File: config.mk
export PLATFORM = sky130hd
export DESIGN_NAME = pipe_latch_em_param
export DESIGN_NICKNAME = d
export VERILOG_FILES = /design/src/rtl/pipe_latch_em_param.sv
export SDC_FILE = /design/constraint.sdc
export NUM_CORES = 1
export LEC_CHECK = 0
export CORE_MARGIN = 8
export CORE_UTILIZATION = 37
export DETAILED_ROUTE_END_ITERATION = 10
export PLACE_DENSITY = 0.77
export REMOVE_ABC_BUFFERS = 1
export SLEW_MARGIN = 10
export SYNTH_ARGS = -nofsm -noshare
export SYNTH_HDL_FRONTEND = slang
export SYNTH_SLANG_ARGS = --single-unit
export TNS_END_PERCENT = 1
File: constraint.sdc
create_clock -name clk -period 5.54 [get_ports clk]
set_clock_uncertainty 0.1 [all_clocks]
set_input_delay 1.108 -clock clk [delete_from_list [all_inputs] [get_ports clk]]
set_output_delay 1.108 -clock clk [all_outputs]
set_load 0.01 [all_outputs]
File: src/rtl/pipe_latch_em_param.sv
// Execute->Memory pipeline register with valid, stall-hold, flush-to-bubble and a
// sticky stall watchdog. Optional event counters are enabled by PIPE_LATCH_STATS_EN.
module pipe_latch_em_param #(
  parameter int unsigned DATA_W    = 32,
  parameter int unsigned RD_W      = 4,
  parameter int unsigned CTRL_W    = 23,
  parameter int unsigned MAX_STALL = 16
) (
  input  logic              clk,
  input  logic              reset,
  input  logic              valid_e,
  input  logic              stall,
  input  logic              flush,
  input  logic [DATA_W-1:0] pc_e,
  input  logic [RD_W-1:0]   rd_e,
  input  logic [DATA_W-1:0] alu_e,
  input  logic [DATA_W-1:0] op1_e,
  input  logic [DATA_W-1:0] op2_e,
  input  logic [CTRL_W-1:0] ctrl_e,
  output logic              valid_m,
  output logic [DATA_W-1:0] pc_m,
  output logic [RD_W-1:0]   rd_m,
  output logic [DATA_W-1:0] alu_m,
  output logic [DATA_W-1:0] op1_m,
  output logic [DATA_W-1:0] op2_m,
  output logic [CTRL_W-1:0] ctrl_m,
  output logic              held_m,
`ifdef PIPE_LATCH_STATS_EN
  output logic [31:0]       cnt_retire,
  output logic [31:0]       cnt_stall,
  output logic [31:0]       cnt_flush,
  output logic [31:0]       cnt_bubble,
`endif
  output logic              stall_timeout
);

  localparam int unsigned CNT_W       = 8;
  localparam logic [CNT_W-1:0] CNT_MAX     = '1;
  localparam logic [CNT_W-1:0] STALL_LIMIT = CNT_W'(MAX_STALL);

  typedef enum logic [1:0] {ST_EMPTY, ST_FULL, ST_HELD} state_t;

  state_t state_q, state_d;

  logic              valid_q, valid_d;
  logic              held_q, held_d;
  logic [DATA_W-1:0] pc_q, pc_d;
  logic [RD_W-1:0]   rd_q, rd_d;
  logic [DATA_W-1:0] alu_q, alu_d;
  logic [DATA_W-1:0] op1_q, op1_d;
  logic [DATA_W-1:0] op2_q, op2_d;
  logic [CTRL_W-1:0] ctrl_q, ctrl_d;
  logic [CNT_W-1:0]  stall_cnt_q, stall_cnt_d;
  logic              timeout_q, timeout_d;

  // Occupancy FSM: tracks whether M holds nothing, a live instruction, or a stalled one.
  always_comb begin
    state_d = state_q;
    if (flush) begin
      state_d = ST_EMPTY;
    end else if (stall) begin
      state_d = (state_q == ST_EMPTY) ? ST_EMPTY : ST_HELD;
    end else begin
      state_d = valid_e ? ST_FULL : ST_EMPTY;
    end
  end

  // Datapath and watchdog next values; priority flush > stall > load.
  always_comb begin
    valid_d     = valid_q;
    held_d      = held_q;
    pc_d        = pc_q;
    rd_d        = rd_q;
    alu_d       = alu_q;
    op1_d       = op1_q;
    op2_d       = op2_q;
    ctrl_d      = ctrl_q;
    stall_cnt_d = stall_cnt_q;
    timeout_d   = timeout_q;
    if (flush) begin
      valid_d     = 1'b0;
      held_d      = 1'b0;
      pc_d        = '0;
      rd_d        = '0;
      alu_d       = '0;
      op1_d       = '0;
      op2_d       = '0;
      ctrl_d      = '0;
      stall_cnt_d = '0;
      timeout_d   = 1'b0;
    end else if (stall) begin
      held_d      = 1'b1;
      stall_cnt_d = (stall_cnt_q == CNT_MAX) ? CNT_MAX : stall_cnt_q + CNT_W'(1);
      if (stall_cnt_d >= STALL_LIMIT) begin
        timeout_d = 1'b1;
      end
    end else begin
      valid_d     = valid_e;
      held_d      = 1'b0;
      pc_d        = pc_e;
      rd_d        = rd_e;
      alu_d       = alu_e;
      op1_d       = op1_e;
      op2_d       = op2_e;
      // A bubble must never carry write-back or store enables into M.
      ctrl_d      = valid_e ? ctrl_e : '0;
      stall_cnt_d = '0;
    end
  end

  // State and pipeline registers.
  always_ff @(posedge clk or posedge reset) begin
    if (reset) begin
      state_q     <= ST_EMPTY;
      valid_q     <= 1'b0;
      held_q      <= 1'b0;
      pc_q        <= '0;
      rd_q        <= '0;
      alu_q       <= '0;
      op1_q       <= '0;
      op2_q       <= '0;
      ctrl_q      <= '0;
      stall_cnt_q <= '0;
      timeout_q   <= 1'b0;
    end else begin
      state_q     <= state_d;
      valid_q     <= valid_d;
      held_q      <= held_d;
      pc_q        <= pc_d;
      rd_q        <= rd_d;
      alu_q       <= alu_d;
      op1_q       <= op1_d;
      op2_q       <= op2_d;
      ctrl_q      <= ctrl_d;
      stall_cnt_q <= stall_cnt_d;
      timeout_q   <= timeout_d;
    end
  end

  assign valid_m       = valid_q;
  assign held_m        = held_q;
  assign pc_m          = pc_q;
  assign rd_m          = rd_q;
  assign alu_m         = alu_q;
  assign op1_m         = op1_q;
  assign op2_m         = op2_q;
  assign ctrl_m        = ctrl_q;
  assign stall_timeout = timeout_q;

`ifdef PIPE_LATCH_STATS_EN
  logic [31:0] retire_q, retire_d;
  logic [31:0] stallc_q, stallc_d;
  logic [31:0] flushc_q, flushc_d;
  logic [31:0] bubble_q, bubble_d;

  // Exactly one event counter advances per edge.
  always_comb begin
    retire_d = retire_q;
    stallc_d = stallc_q;
    flushc_d = flushc_q;
    bubble_d = bubble_q;
    if (flush) begin
      flushc_d = flushc_q + 32'd1;
    end else if (stall) begin
      stallc_d = stallc_q + 32'd1;
    end else if (valid_e) begin
      retire_d = retire_q + 32'd1;
    end else begin
      bubble_d = bubble_q + 32'd1;
    end
  end

  // Event counter registers.
  always_ff @(posedge clk or posedge reset) begin
    if (reset) begin
      retire_q <= '0;
      stallc_q <= '0;
      flushc_q <= '0;
      bubble_q <= '0;
    end else begin
      retire_q <= retire_d;
      stallc_q <= stallc_d;
      flushc_q <= flushc_d;
      bubble_q <= bubble_d;
    end
  end

  assign cnt_retire = retire_q;
  assign cnt_stall  = stallc_q;
  assign cnt_flush  = flushc_q;
  assign cnt_bubble = bubble_q;
`endif

endmodule
Word-level counts from Yosys, hierarchy flattened. Index checks and enable logic that the tools add are counted. W data, S select, Z words.

$add $sub $neg: 1. $lt $le $gt $ge: 1. Equal/unequal tests: 2. Reductions and logical operators: 3. Muxes and demuxes: 23.

Operator list (count): $mux W32 (8); $mux W23 (3); $mux W8 (3); $add A8 B1 Y8 const B (1); $eq A8 B8 Y1 const B (1); $ge A8 B5 Y1 const B (1); $mux W4 (2); $mux W1 (7); $reduce_bool A2 Y1 (2); $ne A2 B1 Y1 const B (1); $reduce_and A2 Y1 (1).

Word-level logic and storage cells: 40. Bits in registers: 166. Input port bits: 160.

Logic depth before layout (Yosys ltp). Gate-level depths: netlist (run 1).

Word-level depth: 6. Gate-level depth with buffers: 7. Mapped depth without buffers: 5.

Worst setup path before layout (run 1). Ideal clock, no wire load.

Path type: input -> register. From: input port flush. To: register ctrl_q[10] (netlist: ctrl_m[10]). Slack: 3.451 ns. Buffers on the path: 3. Stages on the path: 6. Library setup time: 0.121 ns. Arrival: 1.868 ns. Path through: buf_4 -> nand2b_4 -> buf_6 -> inv_4 -> buf_6 -> a22o_1.

Cells in the longest elaborated chain, start to end: 1.

RTL lines: start: declaration (RTL line 13) `input logic flush,`; $ne A2 B1 Y1 (no line) / $mux W23 (equally long branches); end signal: assignment (RTL line 134) `ctrl_q <= ctrl_d;`; end: declaration (RTL line 52) `logic [CTRL_W-1:0] ctrl_q, ctrl_d;`.

Several ways; a longest one is shown, not always the timed one. A chain may end at the register's enable or synchronous reset.

Worst setup path after layout (run 1).
From: register op2_q[26] (netlist: op2_m[26]). To: output port op2_m[26].

RTL lines: start: declaration (RTL line 51) `logic [DATA_W-1:0] op2_q, op2_d;`; start signal: assignment (RTL line 133) `op2_q <= op2_d;`; end: declaration (RTL line 25) `output logic [DATA_W-1:0] op2_m,`.

No word-level cell between the ends.

==> results.md, run 1 <==
* Maximum buffer depth of the clock tree at 2
* Count of vias placed by the detailed router at 5173
* Setup Crit Path Kind: reg2out
* Buffer type at the clock tree root: sky130_fd_sc_hd__clkbuf_16
* Final Hold Slack at a little under 400 ps
* Leakage dissipation at approximately 5 nW
* Horiz. Die Dim at about 150 um
* Vertical extent of the die at approximately 150 um
* Post-route fraction of the period consumed by the critical path at 0.464
* H-tree depth reported by CTS at 4
* Wire length per cell at between 15 and 20 um
* Clock power share at 0.397
* Warnings, synthesis at 0
* Vias in the first global route at 5469
* Reported max-cap violation count at 0
* Cells traversed along the worst timing path: clkdlybuf4s50_1
* Number of fillers in the final layout at between 1000 and 1500
* Post-CTS setup buffer count at 0
* Boundary pin count at between 300 and 400
* Clk pin slew, worst setup/hold paths at around 70 ps
* Register bit total from synthesis at around 170
* Mean instance size in the synthesized netlist at between 10 and 15 sq um
* Site Rows at 49
* Number of antenna violations at the first check in global routing at 0
* Clk sink count at 166
* Number of DRC markers in iteration 0 at 231
* Part of the power in registers at 0.448
* DPL Wire Length at roughly 14000 um
* Cell taking the most area after synthesis: sky130_fd_sc_hd__dfrtp_1
* Buffers plus inverters on the worst setup path at 1
* Slowest CP cell: sky130_fd_sc_hd__clkdlybuf4s50_1
* Synthesized cell area at approximately 6700 sq um
* Internal power at 0.00218 W
* Area taken by multi-input logic gates at approximately 2300 sq um
* Post-route minimum period at 2570 ps
* Peak VDD IR at approximately 0.19 mV
* Final weighted congestion of routability-driven global placement at 0.743
* Total global routing track utilization at 0.166
* Proportion of layout cells with a drive suffix above 1 at 0.0519
* FMAX at around 400 MHz
* Final-report max-slew violation count at 0
* Layout Nets at ~1000
* Number of distinct library cells after synthesis at 32
* Worst setup SP type: register
* Final hold violations at 0
* Clock tree from TritonCTS: yes
* Critical path fanouts, max at 2
* Register area share after synthesis at 0.621
* Hold Crit Class: reg2reg
* Status: completed
* Combinational share of power at 0.155
* Endpoint kind of the worst setup timing path: output pin
* Most common cell in the synthesized netlist: sky130_fd_sc_hd__dfrtp_1
* Area share of the largest cell type after synthesis at 0.621
* Insertion delay of the later-clocked pin in the worst-skew pair at 410 ps
* Count of hold buffers inserted by post-cts repair at 0
* Required time of the critical path at 4330 ps
* Number of gates given a new drive strength after cts at 0
* Diode insertion count for antenna repair at 0
* Worst slew slack as a fraction of its limit at 0.337
* Quantity of I/O buffers inserted on ports at 317
* Asr flop ratio synth at 1.00
* Power per cell area at roughly 280 nW/um^2
* Starting utilization of the core area at 0.375
* Total area of sequential cells at between 4000 and 5000 sq um
* Switching share of total power at 0.251
* Primary FF master, synth: sky130_fd_sc_hd__dfrtp_1
* Overall routed net length at 19500 um
* Core occupancy in the finished layout at 0.591
* Total overflow reported by the global router at 0
* Worst path top cell family by delay: buffers and inverters
* Number of flops mapped to enable cells by yosys at 0
* Remaining routing DRC violations at 0
* Worst path arrival time at roughly 1400 ps
* Psw at ~0.00073 W
* Count of nets left with antenna violations after detail routing at 0
* Area added between synthesis and finish at 57.7%
* Total core area at 17800 sq um
* Main area contributors after synthesis: sky130_fd_sc_hd__dfrtp_1, sky130_fd_sc_hd__mux2i_1, sky130_fd_sc_hd__nor2_1, sky130_fd_sc_hd__a22o_1, sky130_fd_sc_hd__buf_6
* Total clock buffers created by CTS at 17
* Count of mapped cells out of synthesis at between 500 and 600
* Area of the die at between 20000 and 25000 sq um
* Pin slew with the least headroom to its limit at between 900 and 1000 ps
* Largest net degree at the start of global routing at 110
* Count of TritonRoute iterations in the first routing pass at 4
* Cell types with the highest counts after synthesis: sky130_fd_sc_hd__dfrtp_1, sky130_fd_sc_hd__nor2_1, sky130_fd_sc_hd__mux2i_1
* Unrepaired setup endpoints after global routing: no
* Crit-path max cell delay at 570 ps
* Final setup vio count at 0
* Wire length of the first global-routing pass at 29500 um
* Post-DR vias/cell at a little under 5
[metrics by stage]
| step | total power, W | TNS [ps] | setup WS, ps | instance area, sq um | instances |
|---|---|---|---|---|---|
| 2_1_floorplan | 0.00147 | -26230 | -158 | 6450 | 496 |
| 5_1_grt | 0.00303 | 0 | 2910 | 10500 | 1077 |
| 3_3_place_gp | 0.00178 | 0 | 2730 | 9970 | 1045 |
| 3_5_place_dp | 0.00179 | 0 | 2670 | 9970 | 1045 |
| 6_report | 0.00292 | 0 | 2970 | 10500 | 1077 |
| 4_1_cts | 0.00295 | 0 | 2930 | 10500 | 1077 |
[cell type report]
class | count | area share
repair buffers | 320 | 0.305
clock inverters | 13 | 0.0131
multi-input cells | 327 | 0.217
flip-flops and latches | 166 | 0.394
inverters | 3 | 0.00178
well taps | 229 | 0.0272
clock buffers | 19 | 0.0420
[per-layer routing]
metal	track usage	wire, um
met4	0.0455	238
met1	0.189	7640
met3	0.0673	1930
met5	0	0
met2	0.282	9690
[power by group through the flow]
stage | sequential [W] | clock, W | combinational (W)
CTS | 0.00131 | 0.00119 | 0.000459
finish | 0.00131 | 0.00116 | 0.000451
floorplan | 0.00136 | 0 | 0.000112
detailed placement | 0.00133 | 0 | 0.000457
global placement | 0.00133 | 0 | 0.000453
global route | 0.00131 | 0.00123 | 0.000485
[registers in the layout (all words and copies together), names as in the netlist]
name           count
valid_m            1
stall_timeout      1
ctrl_m            23
alu_m             32
stall_cnt_q        8
pc_m              32
op2_m             32
held_m             1
op1_m             32
rd_m               4
[path summary, 6_finish.rpt]
path | from | to | slack (ps) | depth (start not counted)
worst max-delay path | op2_m[26] | op2_m[26] | 2970 | 1
worst min-delay path | valid_m | valid_m | 390 | 1
worst max register to register | stall_cnt_q[0] | stall_cnt_q[1] | 3950 | 5
worst min register to register | valid_m | valid_m | 390 | 1
max in group asynchronous | reset | op2_m[24] | 3230 | 3
min in group asynchronous | reset | op1_m[26] | 1190 | 2
[cells by family (layout without fill, tap and decap cells)]
kind of cell / Yosys count / count (layout) / synth area share
buf+inv: 39 / 355 / 0.0370
fa+ha+maj: 1 / 1 / 0.00187
mux: 133 / 133 / 0.199
xor+xnor: 1 / 1 / 0.00131
simple gates: 153 / 153 / 0.0941
compound gates: 39 / 39 / 0.0456
flops: 166 / 166 / 0.621
[cell usage in the layout (no fill, tap or decap), types with 2 or more instances in the layout]
| cell type | n |
|---|---|
| sky130_fd_sc_hd__inv_6 | 5 |
| sky130_fd_sc_hd__nand3_1 | 2 |
| sky130_fd_sc_hd__dfrtp_1 | 166 |
| sky130_fd_sc_hd__clkinv_4 | 4 |
| sky130_fd_sc_hd__a21oi_1 | 9 |
| sky130_fd_sc_hd__buf_4 | 2 |
| sky130_fd_sc_hd__nand4_1 | 2 |
| sky130_fd_sc_hd__a22o_1 | 23 |
| sky130_fd_sc_hd__buf_12 | 2 |
| sky130_fd_sc_hd__clkdlybuf4s50_1 | 315 |
| sky130_fd_sc_hd__clkinvlp_4 | 2 |
| sky130_fd_sc_hd__nor2_1 | 138 |
| sky130_fd_sc_hd__clkbuf_16 | 17 |
| sky130_fd_sc_hd__nand2_1 | 3 |
| sky130_fd_sc_hd__inv_8 | 2 |
| sky130_fd_sc_hd__mux2i_1 | 133 |
No activity file was read; power rests on OpenSTA's default activity.
==> inputs of run 2 (changes only) <==
- CORE_UTILIZATION: 37 -> 41
- PLACE_DENSITY: 0.77 -> 0.8
- clock period: 5.54 -> 2.5 ns (I/O delays scaled with it)
==> results.md, run 2 (same netlist as run 1, synthesis figures left out) <==
* Status: completed
* Setup Crit Path Kind: reg2out
* Endpoint kind of the worst setup timing path: output pin
* Wire length per cell at 19.8 um (+9.3%)
* Clk sink count at 166 (unchanged)
* Routed length on met3 at 2010 um (+3.9%)
* Worst path arrival time at 1380 ps (+20 ps)
* Total clock buffers created by CTS at 17 (unchanged)
* Met1 wire length at 7860 um (+2.9%)
* Post-DR vias/cell at 4.94 (+2.8%)
* Clk pin slew, worst setup/hold paths at 70 ps (about the same)
* Buffers plus inverters on the worst setup path at 1 (unchanged)
* FMAX at ~500 MHz
* Leakage dissipation at 5.02 nW (+2.2%)
* Worst slew slack as a fraction of its limit at 0.420 (+0.0825)
* Dpl cells at 1039 (-0.57%)
* Worst path top cell family by delay: buffers and inverters
* Final Hold Slack at 345 ps (-44.3 ps)
* Vertical extent of the die at 144 um (-4.5%)
* Layout Nets at 1003 (+0.70%)
* Buffer type at the clock tree root: sky130_fd_sc_hd__clkbuf_16
* Total global routing track utilization at 0.205 (+0.0393)
* Boundary pin count at 318 (unchanged)
* Worst setup SP type: register
* Critical path fanouts, max at 2 (unchanged)
* Leading cell type in the layout, fill and taps excluded: sky130_fd_sc_hd__clkdlybuf4s50_1
* Count of TritonRoute iterations in the first routing pass at 4 (unchanged)
* Area of the die at 20700 sq um (-8.7%)
* Peak VDD IR at 0.421 mV (+120%)
* Slowest CP cell: sky130_fd_sc_hd__clkdlybuf4s50_1
* Routed wl met2 at 10700 um (+11%)
* Site Rows at 46 (-6.1%)
* Reported max-cap violation count at 0 (unchanged)
* DPL Wire Length at 16000 um (+14%)
* Hold Path Stages at 2 (+1)
* Pin slew with the least headroom to its limit at 869 ps (-125 ps)
* Number of DRC markers in iteration 0 at 297 (+29%)
* Number of cells on the worst reg-to-reg path at 5 (unchanged)
* Total Negative Setup Slacks at 0 ps (unchanged)
* Quantity of I/O buffers inserted on ports at 317 (unchanged)
* Count of hold buffers inserted by post-cts repair at 0 (unchanged)
* Horiz. Die Dim at 144 um (-4.5%)
* Area added between synthesis and finish at 60.5%
* Highest routed layer: met4
* Required time of the critical path at 1900 ps (-2430 ps)
* Final weighted congestion of routability-driven global placement at 0.843 (+13%)
* Total overflow reported by the global router at 0 (unchanged)
* Number of gates given a new drive strength after cts at 0 (unchanged)
* Clock tree from TritonCTS: yes
* Post-CTS setup buffer count at 0 (unchanged)
* Final setup vio count at 0 (unchanged)
* Layout Cells excl Fill at 1072 (-0.46%)
* Post-route fraction of the period consumed by the critical path at 0.793
* Remaining routing DRC violations at 0 (unchanged)
* Power per cell area at 647 nW/um^2 (+130%)
* Largest net degree at the start of global routing at 123 (+12%)
* Commonest non-fill, non-tap cells in the layout: sky130_fd_sc_hd__clkdlybuf4s50_1, sky130_fd_sc_hd__dfrtp_1, sky130_fd_sc_hd__nor2_1
* Proportion of layout cells with a drive suffix above 1 at 0.0596 (+0.00776)
* Overall routed net length at 21200 um (+8.8%)
* Hold Crit Class: in2reg
* H-tree depth reported by CTS at 4 (unchanged)
* Insertion delay of the later-clocked pin in the worst-skew pair at 420 ps (about the same)
* Count of vias placed by the detailed router at 5291 (+2.3%)
* Number of antenna violations at the first check in global routing at 1 (+1)
* Final-report max-slew violation count at 0 (unchanged)
* Cells traversed along the worst timing path: clkdlybuf4s50_1
* Wire length of the first global-routing pass at 32300 um (+9.5%)
* Starting utilization of the core area at 0.420 (+0.0446)
* Count of nets left with antenna violations after detail routing at 0 (unchanged)
* Crit-path max cell delay at 580 ps (about the same)
* Crit. path cell count at 1 (unchanged)
* Post-route minimum period at 1980 ps
* Maximum buffer depth of the clock tree at 2 (unchanged)
* Number of fillers in the final layout at 1136 (-24%)
* Total core area at 15900 sq um (-11%)
* Vias in the first global route at 5817 (+6.4%)
* Final hold violations at 0 (unchanged)
* Unrepaired setup endpoints after global routing: no
## run 2: cell count changes in the layout (fill, tap and decap cells not counted), moves of 2 or more
cell,before,now
sky130_fd_sc_hd__clkbuf_8,1,3
sky130_fd_sc_hd__bufinv_16,1,6
sky130_fd_sc_hd__inv_8,2,0
sky130_fd_sc_hd__inv_6,5,1
sky130_fd_sc_hd__buf_4,2,6
sky130_fd_sc_hd__clkinvlp_4,2,0
sky130_fd_sc_hd__buf_12,2,5
## run 2: cell type report
class | count | area [sq um] | share of cell area
diodes | 1 | 2.50 | 0.000233
flip-flops and latches | 166 | 4150 | 0.387
clock inverters | 11 | 220 | 0.0205
multi-input cells | 327 | 2290 | 0.213
repair buffers | 327 | 3310 | 0.308
well taps | 216 | 270 | 0.0252
inverters | 3 | 18.8 | 0.00175
clock buffers | 21 | 470 | 0.0438
## run 2: final timing paths
kind | start | slack [ps] | end
max | alu_m[18] | 520 | alu_m[18]
min | flush | 350 | pc_m[2]
min reg2reg | ctrl_m[16] | 410 | ctrl_m[16]
min in group asynchronous | reset | 360 | pc_m[5]
max in group asynchronous | reset | 1370 | op1_m[27]
max reg2reg | stall_cnt_q[0] | 860 | stall_cnt_q[0]
## run 2: power by group
group	total, W	switching, W	internal, W
clock network	0.00301	0.00105	0.00196
registers	0.00290	0.0000803	0.00282
logic	0.00103	0.000427	0.000599
## run 2: per-layer routing
metal,vias to the layer above,global-route usage
met2,235,0.363
met5,-,0
met4,0,0.0863
met1,2590,0.211
met3,34,0.0826
li1,2432,-
## run 2: metrics by stage
stage	cell area [sq um]	utilization	power, W	setup slack [ps]
finish	10700	0.673	0.00694	518
global route	10700	0.673	0.00721	465
CTS	10700	0.673	0.00701	496
detailed placement	10000	0.630	0.00399	379
global placement	10000	0.630	0.00395	472
floorplan	6450	-	0.00326	-2590
==> inputs of run 3 (changes only) <==
- CORE_UTILIZATION: 41 -> 37
- PLACE_DENSITY: 0.8 -> 0.77
- clock period: 2.5 -> 1.7 ns (I/O delays scaled with it)
==> results.md, run 3 (same netlist as run 1, synthesis figures left out) <==
* Critical path fanouts, max at 24 (+22)
* Worst slew slack as a fraction of its limit at 0.375 (-0.0449)
* Hold Crit Class: in2async
* Largest net degree at the start of global routing at 61 (-50%)
* Peak VDD IR at 0.686 mV (+63%)
* Post-DR vias/cell at 4.75 (-3.7%)
* Setup Crit Path Kind: in2reg
* Pin slew with the least headroom to its limit at 937 ps (+67.3 ps)
* Final weighted congestion of routability-driven global placement at 0.758 (-10%)
* Reported max-cap violation count at 0 (unchanged)
* Starting utilization of the core area at 0.375 (-0.0446)
* Number of antenna violations at the first check in global routing at 0 (-1)
* FMAX at around 630 MHz
* Minimum setup slack after placement at -319 ps (-698 ps)
* Core occupancy in the finished layout at 0.598 (-0.0751)
* Final setup vio count at 0 (unchanged)
* Clk sink count at 166 (unchanged)
* Cells traversed along the worst timing path: clkdlybuf4s50_1 > nor3b_4 > a22o_1
* Wire length of the first global-routing pass at 31400 um (-2.7%)
* Vertical extent of the die at 150 um (+4.7%)
* Count of vias placed by the detailed router at 5218 (-1.4%)
* Total clock buffers created by CTS at 17 (unchanged)
* Count of nets left with antenna violations after detail routing at 0 (unchanged)
* Diode insertion count for antenna repair at 0 (-1)
* Number of DRC markers in iteration 0 at 180 (-39%)
* Clock tree from TritonCTS: yes
* Layout Nets at 1017 (+1.4%)
* Crit-path max cell delay at 780 ps (+200 ps)
* Power per cell area at 932 nW/um^2 (+44%)
* Post-route fraction of the period consumed by the critical path at 0.926
* Count of TritonRoute iterations in the first routing pass at 5 (+1)
* Area added between synthesis and finish at 59.5%
* Area of the die at 22600 sq um (+9.6%)
* Commonest non-fill, non-tap cells in the layout: sky130_fd_sc_hd__dfrtp_1, sky130_fd_sc_hd__dlygate4sd2_1, sky130_fd_sc_hd__clkdlybuf4s50_1
* Overall routed net length at 20300 um (-4.2%)
* Proportion of layout cells with a drive suffix above 1 at 0.0759 (+0.0163)
* DPL Wire Length at 15400 um (-4.0%)
* Wire length per cell at 18.5 um (-6.5%)
* Status: completed
* Horiz. Die Dim at 150 um (+4.7%)
* Worst setup SP type: input pin
* Least setup slack across all paths after layout at 125 ps (-394 ps)
* Total global routing track utilization at 0.179 (-0.0265)
* Final-report max-slew violation count at 0 (unchanged)
* Remaining routing DRC violations at 0 (unchanged)
* Insertion delay of the later-clocked pin in the worst-skew pair at 410 ps (about the same)
* Required time of the critical path at 1950 ps (+50 ps)
* Site Rows at 49 (+6.5%)
* Total core area at 17800 sq um (+12%)
* Quantity of I/O buffers inserted on ports at 317 (unchanged)
* H-tree depth reported by CTS at 4 (unchanged)
* Leakage dissipation at 5.69 nW (+13%)
* Count of hold buffers inserted by post-cts repair at 0 (unchanged)
* Final hold violations at 0 (unchanged)
* Worst path arrival time at 1820 ps (+440 ps)
* Total overflow reported by the global router at 0 (unchanged)
* Reg2Reg Setup Slack at 120 ps (-740 ps)
* Total Negative Setup Slacks at 0 ps (unchanged)
* Slowest CP cell: sky130_fd_sc_hd__nor3b_4
* Endpoint kind of the worst setup timing path: register
* Maximum buffer depth of the clock tree at 2 (unchanged)
* Clk pin slew, worst setup/hold paths at 60 ps (about the same)
* Buffer type at the clock tree root: sky130_fd_sc_hd__clkbuf_16
* Leading cell type in the layout, fill and taps excluded: sky130_fd_sc_hd__dfrtp_1
* Post-route minimum period at 1580 ps
* Unrepaired setup endpoints after global routing: no
* Boundary pin count at 318 (unchanged)
* Vias in the first global route at 5499 (-5.5%)
* Number of fillers in the final layout at 1521 (+34%)
[run 3: changes by cell type in the layout (fill, tap and decap cells not counted), sizes merged]
cell           delta
clkdlybuf4s50   -158
dlygate4sd2     +158
buf              +14
clkinv            -2
inv               +2
bufinv            -1
clkbuf            +1
diode             -1
[run 3: path summary, 6_finish.rpt]
check,start,to,cells past startpoint
worst max-delay path,valid_e,ctrl_m[1],3
worst min-delay path,reset,op1_m[22],2
worst max register to register,stall_cnt_q[1],stall_cnt_q[1],5
worst min register to register,valid_m,valid_m,1
max in group asynchronous,reset,op1_m[13],3
min in group clk,stall,stall_cnt_q[7],3
[run 3: area by class of cell]
class	count	area, sq um	share of cell area
Tap cell	229	287	0.0269
Multi-Input combinational cell	327	2290	0.215
Timing Repair Buffer	341	3250	0.305
Clock buffer	22	474	0.0444
Sequential cell	166	4150	0.389
Inverter	3	18.8	0.00176
Clock inverter	10	190	0.0178
[run 3: where the power goes]
| part | internal, W | switching [W] | total [W] | leakage, nW |
|---|---|---|---|---|
| combinational | 0.000767 | 0.000624 | 0.00139 | 3.15 |
| clock | 0.00274 | 0.00156 | 0.00430 | 0.325 |
| sequential | 0.00415 | 0.000100 | 0.00425 | 2.22 |
| total | 0.00766 | 0.00229 | 0.00995 | 5.69 |
[run 3: per-stage QoR]
stage	area, sq um	instances	power [W]	hold WS, ps
after CTS	10700	1098	0.0101	127
after detailed placement	10200	1066	0.00589	370
after floorplan	6450	496	0.00479	306
after global placement	10200	1066	0.00586	361
final	10700	1098	0.00995	131
after global routing	10700	1098	0.0104	151
[run 3: timing repair]
item	CTS	global route
pin swaps	0	0
gates resized for setup	158	2
endpoints found under the setup margin	158	4
setup buffers	0	0
[run 3: metal layers]
metal / track usage / vias to the layer above / share of wire
met4: 0.0535 / 0 / 0.016
met1: 0.219 / 2514 / 0.40
met2: 0.294 / 207 / 0.49
met3: 0.0601 / 23 / 0.097
li1: - / 2474 / -
met5: 0 / - / 0
[run 3: worst max-delay path: cells and delay by family]
family,cells,cell delay (ps)
AND/OR/NAND/NOR,1,780
buffers and inverters,1,460
AO/OA/AOI/OAI,1,250
